[src/rtl/pipe_hazard_ctrl_pkg.sv]
// Shared opcode/function constants and FSM state type for the pipeline hazard controller.
// Holds the MIPS-style decode helpers used by the ID-stage hazard logic.
package pipe_hazard_ctrl_pkg;

   localparam logic [5:0] OP_RTYPE  = 6'b000000;
   localparam logic [5:0] OP_REGIMM = 6'b000001;
   localparam logic [5:0] OP_J      = 6'b000010;
   localparam logic [5:0] OP_BEQ    = 6'b000100;
   localparam logic [5:0] OP_BNE    = 6'b000101;
   localparam logic [5:0] OP_BLEZ   = 6'b000110;
   localparam logic [5:0] OP_BGTZ   = 6'b000111;
   localparam logic [5:0] OP_LW     = 6'b100011;
   localparam logic [5:0] OP_SW     = 6'b101011;

   localparam logic [5:0] FN_JR     = 6'b001000;

   typedef enum logic [1:0] {
      RUN       = 2'd0,
      LU_STALL  = 2'd1,
      CTRL_WAIT = 2'd2
   } hz_state_e;

   // Control transfers freeze fetch until EX resolves them; jr is the only R-type member.
   function automatic logic is_ctrl_op(input logic [5:0] op, input logic [5:0] fn);
      logic r;
      r = 1'b0;
      case (op)
         OP_BEQ, OP_BNE, OP_BLEZ, OP_BGTZ, OP_REGIMM, OP_J: r = 1'b1;
         OP_RTYPE: r = (fn == FN_JR);
         default:  r = 1'b0;
      endcase
      return r;
   endfunction

endpackage

[src/rtl/pipe_hazard_ctrl_id_hazard_decode.sv]
// Combinational ID-stage decode: control-transfer detection, source-register usage
// and the load-use hazard against the instruction currently in EX.
module id_hazard_decode
   import pipe_hazard_ctrl_pkg::*;
(
   input  logic [31:0] instr_id,
   input  logic        id_valid,
   input  logic        ex_load,
   input  logic [4:0]  ex_wr_reg,
   output logic        is_ctrl,
   output logic        uses_rs,
   output logic        uses_rt,
   output logic        lu_haz
);

   logic [5:0] op;
   logic [5:0] fn;
   logic [4:0] rs;
   logic [4:0] rt;
   logic       rs_hit;
   logic       rt_hit;
   logic       unused_imm_bits;

   assign op = instr_id[31:26];
   assign fn = instr_id[5:0];
   assign rs = instr_id[25:21];
   assign rt = instr_id[20:16];

   // rd/shamt/immediate bits never participate in hazard detection.
   assign unused_imm_bits = &{1'b0, instr_id[15:6]};

   always_comb begin
      is_ctrl = id_valid & is_ctrl_op(op, fn);
      uses_rs = (op != OP_J);
      uses_rt = 1'b0;
      case (op)
         OP_RTYPE, OP_BEQ, OP_BNE, OP_SW: uses_rt = 1'b1;
         default:                         uses_rt = 1'b0;
      endcase
      rs_hit = uses_rs & (rs == ex_wr_reg);
      rt_hit = uses_rt & (rt == ex_wr_reg);
      // $zero is never a real dependency, so a load targeting it cannot interlock.
      lu_haz = id_valid & ex_load & (ex_wr_reg != 5'd0) & (rs_hit | rt_hit);
   end

endmodule

[src/rtl/pipe_hazard_ctrl.sv]
// Pipeline sequencing controller: load-use interlock with counted stall, control-transfer
// freeze until EX resolves, saturating stall counter and sticky watchdog error.
module pipe_hazard_ctrl
   import pipe_hazard_ctrl_pkg::*;
#(
   parameter int LU_CYCLES = 1,
   parameter int MAX_WAIT  = 4,
   parameter int CNT_W     = 16
) (
   input  logic             clk,
   input  logic             rst_n,
   input  logic [31:0]      instr_id,
   input  logic             id_valid,
   input  logic             ex_load,
   input  logic [4:0]       ex_wr_reg,
   input  logic             br_resolve,
   input  logic             br_taken,
   output logic             pc_we,
   output logic             ifid_we,
   output logic             ifid_flush,
   output logic             idex_bubble,
   output logic             busy,
   output logic             err,
   output logic [CNT_W-1:0] stall_cnt
);

   localparam logic [1:0] LU_RELOAD = 2'(LU_CYCLES - 1);
   localparam logic [3:0] WAIT_LAST = 4'(MAX_WAIT - 1);

   hz_state_e        state_q, state_d;
   logic [1:0]       lu_cnt_q, lu_cnt_d;
   logic [3:0]       wait_cnt_q, wait_cnt_d;
   logic             err_q, err_d;
   logic [CNT_W-1:0] stall_cnt_q, stall_cnt_d;

   logic is_ctrl;
   logic uses_rs;
   logic uses_rt;
   logic lu_haz;
   logic unused_sigs;

   id_hazard_decode u_decode (
      .instr_id  (instr_id),
      .id_valid  (id_valid),
      .ex_load   (ex_load),
      .ex_wr_reg (ex_wr_reg),
      .is_ctrl   (is_ctrl),
      .uses_rs   (uses_rs),
      .uses_rt   (uses_rt),
      .lu_haz    (lu_haz)
   );

   // The datapath steers the PC itself on resolve; direction does not affect sequencing.
   assign unused_sigs = &{1'b0, br_taken, uses_rs, uses_rt};

   always_comb begin
      state_d     = state_q;
      lu_cnt_d    = lu_cnt_q;
      wait_cnt_d  = wait_cnt_q;
      err_d       = err_q;
      pc_we       = 1'b1;
      ifid_we     = 1'b1;
      ifid_flush  = 1'b0;
      idex_bubble = 1'b0;

      case (state_q)
         RUN: begin
            // Load-use wins: a dependent control instruction stalls first, then re-decodes.
            if (lu_haz) begin
               pc_we       = 1'b0;
               ifid_we     = 1'b0;
               idex_bubble = 1'b1;
               if (LU_CYCLES > 1) begin
                  state_d  = LU_STALL;
                  lu_cnt_d = LU_RELOAD;
               end
            end else if (is_ctrl) begin
               state_d    = CTRL_WAIT;
               wait_cnt_d = 4'd0;
            end
         end

         LU_STALL: begin
            pc_we       = 1'b0;
            ifid_we     = 1'b0;
            idex_bubble = 1'b1;
            lu_cnt_d    = lu_cnt_q - 2'd1;
            if (lu_cnt_q == 2'd1) begin
               state_d = RUN;
            end
         end

         CTRL_WAIT: begin
            pc_we      = 1'b0;
            ifid_flush = 1'b1;
            wait_cnt_d = wait_cnt_q + 4'd1;
            if (br_resolve) begin
               pc_we   = 1'b1;
               state_d = RUN;
            end else if (wait_cnt_q == WAIT_LAST) begin
               err_d   = 1'b1;
               state_d = RUN;
            end
         end

         default: begin
            state_d = RUN;
         end
      endcase

      stall_cnt_d = stall_cnt_q;
      if (!pc_we && (stall_cnt_q != {CNT_W{1'b1}})) begin
         stall_cnt_d = stall_cnt_q + 1'b1;
      end
   end

   always_ff @(posedge clk or negedge rst_n) begin
      if (!rst_n) begin
         state_q     <= RUN;
         lu_cnt_q    <= 2'd0;
         wait_cnt_q  <= 4'd0;
         err_q       <= 1'b0;
         stall_cnt_q <= '0;
      end else begin
         state_q     <= state_d;
         lu_cnt_q    <= lu_cnt_d;
         wait_cnt_q  <= wait_cnt_d;
         err_q       <= err_d;
         stall_cnt_q <= stall_cnt_d;
      end
   end

   assign busy      = (state_q != RUN);
   assign err       = err_q;
   assign stall_cnt = stall_cnt_q;

endmodule

[config.mk]
export PLATFORM = sky130hd
export DESIGN_NAME = pipe_hazard_ctrl
export DESIGN_NICKNAME = d
export VERILOG_FILES = /design/src/rtl/pipe_hazard_ctrl_pkg.sv /design/src/rtl/pipe_hazard_ctrl_id_hazard_decode.sv /design/src/rtl/pipe_hazard_ctrl.sv
export SDC_FILE = /design/constraint.sdc
export NUM_CORES = 1
export LEC_CHECK = 0
export ABC_AREA = 1
export BUFFER_PORTS_ARGS = -buffer_cell sky130_fd_sc_hd__buf_4
export CELL_PAD_IN_SITES_DETAIL_PLACEMENT = 0
export CELL_PAD_IN_SITES_GLOBAL_PLACEMENT = 1
export CORE_ASPECT_RATIO = 1.1
export CORE_MARGIN = 1
export CORE_UTILIZATION = 23
export CTS_CLUSTER_DIAMETER = 80
export CTS_CLUSTER_SIZE = 14
export DETAILED_ROUTE_END_ITERATION = 8
export GPL_TIMING_DRIVEN = 0
export MAX_ROUTING_LAYER = met4
export PLACE_DENSITY_LB_ADDON = 0.1
export SYNTH_ARGS = -nofsm -noshare
export SYNTH_HDL_FRONTEND = slang
export SYNTH_HIERARCHICAL = 1
export SYNTH_SLANG_ARGS = --single-unit
export TNS_END_PERCENT = 10
[constraint.sdc]
create_clock -name clk -period 1.6 [get_ports clk]
set_input_delay 0.24 -clock clk [delete_from_list [all_inputs] [get_ports clk]]
set_output_delay 0.24 -clock clk [all_outputs]
set_load 0.01 [all_outputs]
# --- Yosys cells after proc, flatten, opt, wreduce, memory -nomap -nowiden ---
# Cells that the tools add are included.
word_totals:
  mem_bits_rw: 0
  romBits: 0
  latch_bits: 0
  ff_bits: 25
  elab_cells: 66
  memories: 0
  output_inout_bits: 22
  inputBits: 43
op_classes:
  bitwise: 8
  n_mul: 0
  n_shift: 0
  muxes: 18
  addsub: 3
  magnitude_cmp: 0
  n_reduce_logical: 12
  eq_ne: 20
  div: 0
ops:
  columns: ["op", "count"]
  rows:
  - ["6-bit by 3-bit == test with 1-bit output (second input constant)", 4]
  - ["16-bit by 1-bit adder with 16-bit output (second input constant)", 1]
  - ["16-bit != test (second input constant)", 1]
  - ["5-bit == test", 2]
  - ["2-bit 2-to-1 mux", 5]
  - ["4-bit 2-to-1 mux", 2]
  - ["4-bit case mux with 2 select lines", 1]
  - ["1-bit bitwise AND", 6]
  - ["6-bit by 1-bit == test with 1-bit output (second input constant)", 1]
  - ["6-bit by 2-bit == test with 1-bit output (second input constant)", 1]
  - ["6-bit by 4-bit == test with 1-bit output (second input constant)", 1]
  - ["6-bit == test (second input constant)", 1]
  - ["6-bit logical NOT", 1]
  - ["2-bit != test (second input constant)", 3]
  - ["6-bit by 2-bit != test with 1-bit output (second input constant)", 1]
  - ["1-bit case mux with 2 select lines", 3]
  - ["2-bit case mux with 3 select lines", 1]
  - ["3-bit AND reduction", 2]
  - ["6-bit OR reduction", 1]
  - ["1-bit 2-to-1 mux", 5]
  - ["5-bit nonzero test", 1]
  - ["4-bit by 1-bit adder with 4-bit output (second input constant)", 1]
  - ["2-bit by 1-bit == test with 1-bit output (second input constant)", 2]
  - ["4-bit by 2-bit == test with 1-bit output (second input constant)", 1]
  - ["12 further kinds", 13]

# --- Longest topological paths before layout ---
# Gate-level depths: netlist (run 1).
logic_depth:
  word_depth: 10
  ltp_mapped: 16
  ltp_nobuf: 15

# --- Hierarchy ---
# The synthesis (run 1) kept the hierarchy.
modules_own_cells:
  columns: ["module", "seq_area_each_um2", "area_each_um2", "instances", "cells_each"]
  rows:
  - ["pipe_hazard_ctrl", 550.5, 1355.0, 1, 183]
  - ["id_hazard_decode", 0.0, 327.8, 1, 64]

# --- Least setup slack after synthesis (run 1) ---
# OpenSTA, ideal clock, no wires.
synth_path:
  kind: "input to register"
  start: "input port instr_id[29]"
  end: "register stall_cnt_q[0], in the netlist stall_cnt[0]"
  cell_stages: 14
  arrival_time_ns: 1.465
  required_time_ns: 1.535
  slack_ns: 0.071
  n_path_buf: 1
  setup_time_ns: 0.065
  cell_sequence: "nor2_2 > nand2_1 > nor2_2 > nor2_1 > nand2_1 > a21oi_2 > inv_1 > nor2_4 > a21oi_4 > inv_2 > o21ai_4 > buf_6 > nand2_1 > nand2_1"
synth_via:
  elab_chain_len: 10
  word_cells_on_any_way: 15
  classes_between: "eq/ne (4); mux (3); bitwise (4); reduce/logical (4)"
synth_rtl:
  columns: ["item", "line_no", "text"]
  rows:
  - ["start, declared", "pipe_hazard_ctrl.sv:12", "input logic [31:0] instr_id,"]
  - ["6-bit by 3-bit == test with 1-bit output (tied with other cells)", "pipe_hazard_ctrl_id_hazard_decode.sv:36", "case (op)"]
  - ["4-bit OR reduction", "pipe_hazard_ctrl_id_hazard_decode.sv:36", null]
  - ["1-bit 2-to-1 mux", "pipe_hazard_ctrl_id_hazard_decode.sv:36", null]
  - ["1-bit bitwise AND", "pipe_hazard_ctrl_id_hazard_decode.sv:41", "rt_hit = uses_rt & (rt == ex_wr_reg);"]
  - ["1-bit bitwise OR *", "pipe_hazard_ctrl_id_hazard_decode.sv:43", "lu_haz = id_valid & ex_load & (ex_wr_reg != 5'd0) & (rs_hit | rt_hit);"]
  - ["1-bit bitwise AND *", "pipe_hazard_ctrl_id_hazard_decode.sv:43", null]
  - ["net lu_haz", "pipe_hazard_ctrl.sv:39", "logic lu_haz;"]
  - ["1-bit 2-to-1 mux *", "pipe_hazard_ctrl.sv:69", "if (lu_haz) begin"]
  - ["1-bit case mux with 3 select lines *", "pipe_hazard_ctrl.sv:66", "case (state_q)"]
  - ["net pc_we", "pipe_hazard_ctrl.sv:18", "output logic pc_we,"]
  - ["1-bit logical NOT *", "pipe_hazard_ctrl.sv:112", "if (!pc_we && (stall_cnt_q != {CNT_W{1'b1}})) begin"]
  - ["1-bit logical AND *", "pipe_hazard_ctrl.sv:112", null]
  - ["end signal, assigned", "pipe_hazard_ctrl.sv:129", "stall_cnt_q <= stall_cnt_d;"]
  - ["end, declared", "pipe_hazard_ctrl.sv:34", "logic [CNT_W-1:0] stall_cnt_q, stall_cnt_d;"]
# Mark *: on every way through the listed nets, which the timed path passes. The rest lies on a longest branch.
# A chain may end at the register's enable or synchronous reset.

# --- Final worst setup path (run 1) ---
layout_path:
  start: "input port instr_id[30]"
  end: "output port pc_we"
layout_via:
  elab_chain_len: 8
  word_cells_on_any_way: 13
  classes_between: "eq/ne (4); mux (3); bitwise (4); reduce/logical (2)"
layout_rtl:
  columns: ["item", "line_no", "text"]
  rows:
  - ["6-bit by 3-bit == test with 1-bit output (tied with other cells)", "pipe_hazard_ctrl_id_hazard_decode.sv:36", null]
  - ["4-bit OR reduction *", "pipe_hazard_ctrl_id_hazard_decode.sv:36", null]
  - ["1-bit 2-to-1 mux *", "pipe_hazard_ctrl_id_hazard_decode.sv:36", null]
  - ["net uses_rt", "pipe_hazard_ctrl.sv:38", "logic uses_rt;"]
  - ["1-bit bitwise AND *", "pipe_hazard_ctrl_id_hazard_decode.sv:41", null]
  - ["1-bit bitwise OR *", "pipe_hazard_ctrl_id_hazard_decode.sv:43", null]
  - ["1-bit bitwise AND *", "pipe_hazard_ctrl_id_hazard_decode.sv:43", null]
  - ["net lu_haz", "pipe_hazard_ctrl.sv:39", null]
  - ["1-bit 2-to-1 mux *", "pipe_hazard_ctrl.sv:69", null]
  - ["1-bit case mux with 3 select lines *", "pipe_hazard_ctrl.sv:66", null]
  - ["end, declared", "pipe_hazard_ctrl.sv:18", null]
# Marks and branches as above.

==> results.tsv, run 1 <==
metric	value	unit
Synth Area per Inst	6.81	um2
CTS tree	yes	
net switching power	0.931	mW
Port Buffers	53	
sequential cell area fraction in the yosys report	0.327	
switching share of power	0.374	
Seq pwr share	0.357	
# IOs	65	
WL per Instance	11.4	um
vias	1651	
# rows	32	
Ys Warns	6	
Total GRT Usage	0.124	
post-synthesis compound-gate area fraction	0.0788	
share of layout cells above drive strength 1	0.336	
root buffer cell	clkbuf_8	
Synth Instances	247	
main area contributors after synthesis	dfrtp_1 (33%), nand2_1 (21%), nor2_1 (6.0%)	
power per standard cell area	1060	nW/um2
total wire length	4.46	mm
largest family of logic cells by synthesized area	simple AND/OR/NAND/NOR gates	
HP Class	primary input to flip-flop	
Clock Path Buffers	2	
Post-Synth Simple-Gate Area	0.422	
Synth Area in Adders	0.0149	
CTS H-tree lvls	1	
Cell variety after synth	30	
Worst-path clk slew	0.09	ns
slowest stage delay, CP	0.17	ns
Bufs and invs on worst path	3	
RSZ-0062 raised after global routing	true	
Die Footprint	7660	um2
Detailed Place HPWL	3.48	mm
Worst Path Arrival	1.34	ns
CP max FO	5	
Rel. slew slack	0.784	
Die Ht	91.7	um
Final ANT Viol Nets	0	
Syn Std Cell Area	1680	um2
CTS sink cnt	22	
Gate power share	0.430	
startpoint types	primary input	
GRT overflow	0	
R2R Setup Slk	0.11	ns
Synth area leader	dfrtp_1	
CTS Buf Count	3	
Final min period	1.58	ns
multiplexer share of the synthesized area	0	
CP top delay family	simple AND/OR/NAND/NOR gates	
initial antenna violation count	0	
clock power share	0.213	
fin area	2360	um2
drt first pass iters	4	
skew final	0.00762	ns
Initial Utilization	0.239	
CP max stage cell	nor2_4	
number of fillers in the final layout	779	
most common cell in the synthesized netlist	nand2_1	
Synth top area share	0.327	
top cells by count, synth	nand2_1 (93), nor2_1 (27), inv_1 (23)	
Top FF cell, synth	dfrtp_1	
endpoint class of the critical path	primary output	
xor/xnor share of the synthesized area	0.0677	
drt via density	4.21	
clk_lat worst skew	0.27	ns
Nets	353	
final worst-path cycle share	0.989	
final setup fails	0	
die span in x	83.6	um
detailed-route DRC error count	0	
Ant. Diodes	0	
asr flop ratio synth	1.00	
status	completed	
core area	7050	um2
crit-path cells	buf_8, nor2_4, nand3_2, nand3_2, nand3_2, a21oi_2, inv_2, nor2_4, a21oi_4, buf_6	
register bit total from synthesis	22	
Max Slew Vio Count	0	
Critical Path RT	1.36	ns
internal power	1.56	mW
Area Overhead vs Synth	40.1	%
Initial DRC Count	42	
syn nets	292	
crit-path most repeated cell	nand3_2	
Hold Slack	0.208	ns
Post-synth EDFFs	0	
maximum clock frequency	632	MHz
GPL Wtd Cong	0.719	
largest net degree at the start of global routing	23	
Fin. Hold Viols	0	
first-pass GRT wire length	7.38	mm
Max Cap Viol	0	
maximum VDD drop	694	uV
worst slew pin tran	0.324	ns
Leakage	1.13	nW
Design Power	2.49	mW
dpl cell area	2190	um2
crit path kind	primary input to primary output	
vias in the first global route	1594	
-- power groups by stage --
stage / logic [mW] / clock network [mW] / registers [mW]
2_1_floorplan: 0.564 / 0 / 0.906
3_3_place_gp: 1.00 / 0 / 0.909
4_1_cts: 1.05 / 0.560 / 0.880
6_report: 1.07 / 0.530 / 0.888
3_5_place_dp: 1.00 / 0 / 0.904
5_1_grt: 1.20 / 0.570 / 0.917
-- final timing paths --
path / startpoint / to / depth (start not counted)
max reg2reg: stall_cnt[1] / stall_cnt[8] / 9
max in group asynchronous: rst_n / stall_cnt[1] / 2
min: br_resolve / state_q[1] / 4
min reg2reg: wait_cnt_q[3] / wait_cnt_q[3] / 1
min in group asynchronous: rst_n / wait_cnt_q[0] / 2
max: instr_id[30] / pc_we / 10
-- layer usage --
| layer | up-vias | GRT usage | wire length, um |
|---|---|---|---|
| li1 | 886 | - | - |
| met1 | 730 | 0.152 | 2100 |
| met2 | 33 | 0.217 | 2180 |
| met3 | 2 | 0.0243 | 156 |
| met4 | 0 | 0.0169 | 20 |
| met5 | - | - | 0 |
-- worst min-delay path: cells and delay by family --
family / cells / cell delay, ns
and+or+nand+nor: 3 / 0.12
buffers and inverters: 1 / 0.09
-- placed cells by master (no fill, tap or decap), types with 4 or more instances in the layout --
cell | synthesis | layout
buf_4 | 2 | 53
dfrtp_1 | 22 | 20
inv_1 | 23 | 21
inv_2 | 6 | 9
nand2_1 | 93 | 90
nand2_2 | 3 | 6
nand3_1 | 11 | 8
nand3_2 | 2 | 5
nand4_1 | 6 | 6
nor2_1 | 27 | 27
nor2_2 | 6 | 4
nor2_4 | 6 | 8
o21ai_0 | 8 | 8
xnor2_1 | 9 | 9
xor2_1 | 4 | 4
-- flip-flops by register name (all words and copies together), names as in the netlist --
name / count
wait_cnt_q: 4
stall_cnt: 16
err: 1
state_q: 1
-- stage by stage --
stage	setup TNS [ns]	std cells	setup slack, ns	utilization
after floorplan	0	247	0.0705	-
after global placement	-3.56	385	-0.278	0.310
after detailed placement	-3.09	385	-0.252	0.310
after CTS	-0.0347	391	-0.0301	0.324
after global routing	-0.506	392	-0.0761	0.335
final	0	392	0.0174	0.335
-- cells by family (layout without fill, tap and decap cells) --
group,count (synthesis),count (layout)
compound gates,19,19
xor+xnor,13,13
fa+ha+maj,2,2
buf+inv,34,94
flops,22,22
simple gates,157,157
-- cell type report --
class | instances | area, um2 | share of cell area
flip-flops and latches | 22 | 553 | 0.235
plain buffers | 4 | 45.0 | 0.0191
clock buffers | 3 | 41.3 | 0.0175
clock inverters | 1 | 30.0 | 0.0127
repair buffers | 56 | 442 | 0.187
inverters | 30 | 113 | 0.0478
multi-input cells | 191 | 1030 | 0.436
well taps | 85 | 106 | 0.0451
-- what timing repair did --
item	CTS	global route
hold buffers	1	0
setup endpoints to repair	16	13
gates resized for setup	4	18
pin swaps	0	11
hold endpoints to repair	22	0
buffers inserted	1	1
No activity file was read; power rests on OpenSTA's default activity.
==> inputs of run 2 (changes only) <==
Settings changed: ABC_AREA 1 to 0.
==> run 2 against run 1 <==
Synthesized cell count decreased by 47%. Fmax decreased by 20%. The flow now finishes with violations (setup timing). Hold slack got worse by 0.041 ns. Cell count decreased by 32%. Worst setup slack got worse by 0.40 ns. Combinational power decreased by 62%. Clock power decreased by 36%.
==> results.tsv, run 2 <==
metric	value	unit	change
WL per Instance	12.8	um	+13%
endpoint class of the critical path	flip-flop		
Syn Std Cell Area	1360	um2	-19%
Die Footprint	6210	um2	-19%
largest net degree at the start of global routing	23		unchanged
Largest register FFs	16		unchanged
initial antenna violation count	0		unchanged
CP max FO	6		+1
Clock Path Buffers	2		unchanged
CTS tree	yes		
most common cell in the synthesized netlist	dfrtp_1		
register bit total from synthesis	22		unchanged
GR peak layer	met2		
Rel. slew slack	0.500		-0.284
vias	1189		-28%
Synth area leader	dfrtp_1		
Synth Instances	130		-47%
final worst-path cycle share	1.24		+0.248
# IOs	65		unchanged
CTS sink cnt	22		unchanged
drt via density	4.49		+6.5%
Bufs and invs on worst path	3		unchanged
most common cell after layout, fill and taps aside	buf_4		
CP max stage cell	or4_4		
Fin. Hold Viols	0		unchanged
clk_lat worst skew	0.26	ns	about the same
xor/xnor share of the synthesized area	0.161		+0.0936
top cells by count, synth	dfrtp_1 (22), xor2_1 (20), nand2_1 (12)		
Critical Path RT	1.78	ns	+0.42 ns
syn nets	175		-40%
Die Ht	82.6	um	-10%
Detailed Place HPWL	2.62	mm	-25%
R2R Setup Slk	-0.31	ns	-0.42 ns
Max Cap Viol	0		unchanged
sequential cell area fraction in the yosys report	0.406		+0.0784
CTS Buf Count	3		unchanged
Synth Area per Inst	10.4	um2	+53%
Hold Path Depth	2		-2
Synth top area share	0.406		+0.0784
Worst-path clk slew	0.07	ns	-0.02 ns
crit path kind	primary input to flip-flop		
Total GRT Usage	0.125		+0.000951
skew final	0.00337	ns	-0.00425 ns
Hold Slack	0.166	ns	-0.0413 ns
depth of the worst register-to-register path	4		-5
vias in the first global route	1237		-22%
power per standard cell area	732	nW/um2	-31%
asr flop ratio synth	1.00		unchanged
Port Buffers	53		unchanged
Max Slew Vio Count	0		unchanged
status	complete, but fails checks		
Initial Utilization	0.245		+0.00644
maximum VDD drop	445	uV	-36%
placed instance count	258		-33%
met1 Use GR	0.149		-0.00355
FF/Latch Area	556	um2	+0.45%
Post-synth EDFFs	0		unchanged
final setup fails	19		+19
largest family of logic cells by synthesized area	simple AND/OR/NAND/NOR gates		
GRT overflow	0		unchanged
Ys Warns	6		unchanged
number of fillers in the final layout	594		-24%
total wire length	3.40	mm	-24%
HP Class	primary input to flip-flop		
failing checks	setup timing		
Worst Path Arrival	2.16	ns	+0.82 ns
Final ANT Viol Nets	0		unchanged
die span in x	75.3	um	-9.9%
Area Overhead vs Synth	50.1	%	
worst slew pin tran	0.745	ns	+0.421 ns
post-route setup slack	-0.379	ns	-0.396 ns
first-pass GRT wire length	5.73	mm	-22%
post-synthesis compound-gate area fraction	0.0839		+0.00506
main area contributors after synthesis	dfrtp_1 (41%), xor2_1 (13%), nor3_1 (3.3%)		
crit-path cells	buf_6, or4_4, o22ai_2, nand4_1, a21oi_2, nor2b_4, buf_12, o2111ai_4, buf_4, nor3_2, xor2_1		
Post-Place Worst Slack	-0.814	ns	-0.562 ns
maximum clock frequency	505	MHz	-20%
commonest non-fill, non-tap cells in the layout	buf_4 (52), xor2_1 (20), dfrtp_1 (18)		
Leakage	0.981	nW	-13%
startpoint types	primary input		
CP top delay family	simple AND/OR/NAND/NOR gates		
Hold Path Sink	err		
r2r startpoint	stall_cnt[7]		
Synth Area in Adders	0.0184		+0.00356
Cell variety after synth	42		+40%
worst reg2reg endpoint	stall_cnt[1]		
CTS H-tree lvls	1		unchanged
share of layout cells above drive strength 1	0.453		+0.117
met2 Usage GRT	0.215		-0.00121
met3 GRT Util	0.0316		+0.00725
drt first pass iters	4		unchanged
post-route insts no fill	265		-32%
Top FF cell, synth	dfrtp_1		
core area	5540	um2	-21%
RSZ-0062 raised after global routing	true		
detailed-route DRC error count	0		unchanged
Final min period	1.98	ns	+0.396 ns
Worst Hold Launch	br_resolve		
Post-Synth Simple-Gate Area	0.298		-0.125
slowest stage delay, CP	0.52	ns	+0.35 ns
multi-input logic area	870	um2	-15%
Nets	237		-33%
# rows	28		-13%
Initial DRC Count	21		-50%
Ant. Diodes	0		unchanged
GPL Wtd Cong	0.716		-0.51%
multiplexer share of the synthesized area	0.0184		+0.0184
root buffer cell	clkbuf_8		
[run 2: worst register-to-register path: cells and delay by family (launching register included)]
kind,cells,cell delay [ns]
mux,1,0.32
simple gates,3,0.96
flops,1,0.52
[run 2: metal layers]
| metal | up-vias | wire length, um |
|---|---|---|
| li1 | 593 | - |
| met1 | 570 | 1540 |
| met2 | 24 | 1710 |
| met3 | 2 | 135 |
| met4 | 0 | 17 |
| met5 | - | 0 |
[run 2: cell type report]
cell class | instances | area share
flip-flops and latches | 22 | 0.273
inverters | 2 | 0.00368
plain buffers | 2 | 0.00614
repair buffers | 57 | 0.225
well taps | 75 | 0.0460
clock buffers | 3 | 0.0203
multi-input cells | 104 | 0.427
[run 2: repair_timing]
action,CTS,global route
setup buffers,2,1
endpoints found under the setup margin,19,21
pin swaps,11,5
hold endpoints to repair,22,0
gates resized for setup,12,6
hold buffers,1,0
[run 2: worst max-delay path by stage]
stage,start,depth (start not counted),end,slack [ns]
final,instr_id[29],11,stall_cnt[9],-0.38
after global routing,instr_id[29],10,stall_cnt[15],-0.53
after CTS,instr_id[29],10,stall_cnt[15],-0.44
after detailed placement,instr_id[27],9,stall_cnt[15],-0.81
after global placement,instr_id[27],9,stall_cnt[10],-0.82
after floorplan,instr_id[27],8,stall_cnt[11],-0.44
[run 2: power breakdown]
| part | switching (mW) | internal [mW] |
|---|---|---|
| clock network | 0.172 | 0.168 |
| logic | 0.173 | 0.234 |
| registers | 0.102 | 0.644 |
[run 2: through the flow]
stage | instance area [um2] | TNS (ns) | util | power [mW]
2_1_floorplan | 1380 | -5.95 | - | 0.954
3_3_place_gp | 1870 | -13.41 | 0.339 | 1.14
3_5_place_dp | 1870 | -13.56 | 0.339 | 1.16
4_1_cts | 2010 | -5.51 | 0.363 | 1.52
5_1_grt | 2040 | -8.05 | 0.368 | 1.61
6_report | 2040 | -5.39 | 0.368 | 1.49
[run 2: cells by family after synthesis]
kind of cell / Yosys count
XOR/XNOR: 25
flip-flops: 22
multiplexers: 2
AO/OA/AOI/OAI: 17
adder cells (fa/ha/maj): 2
buffers and inverters: 4
AND/OR/NAND/NOR: 58
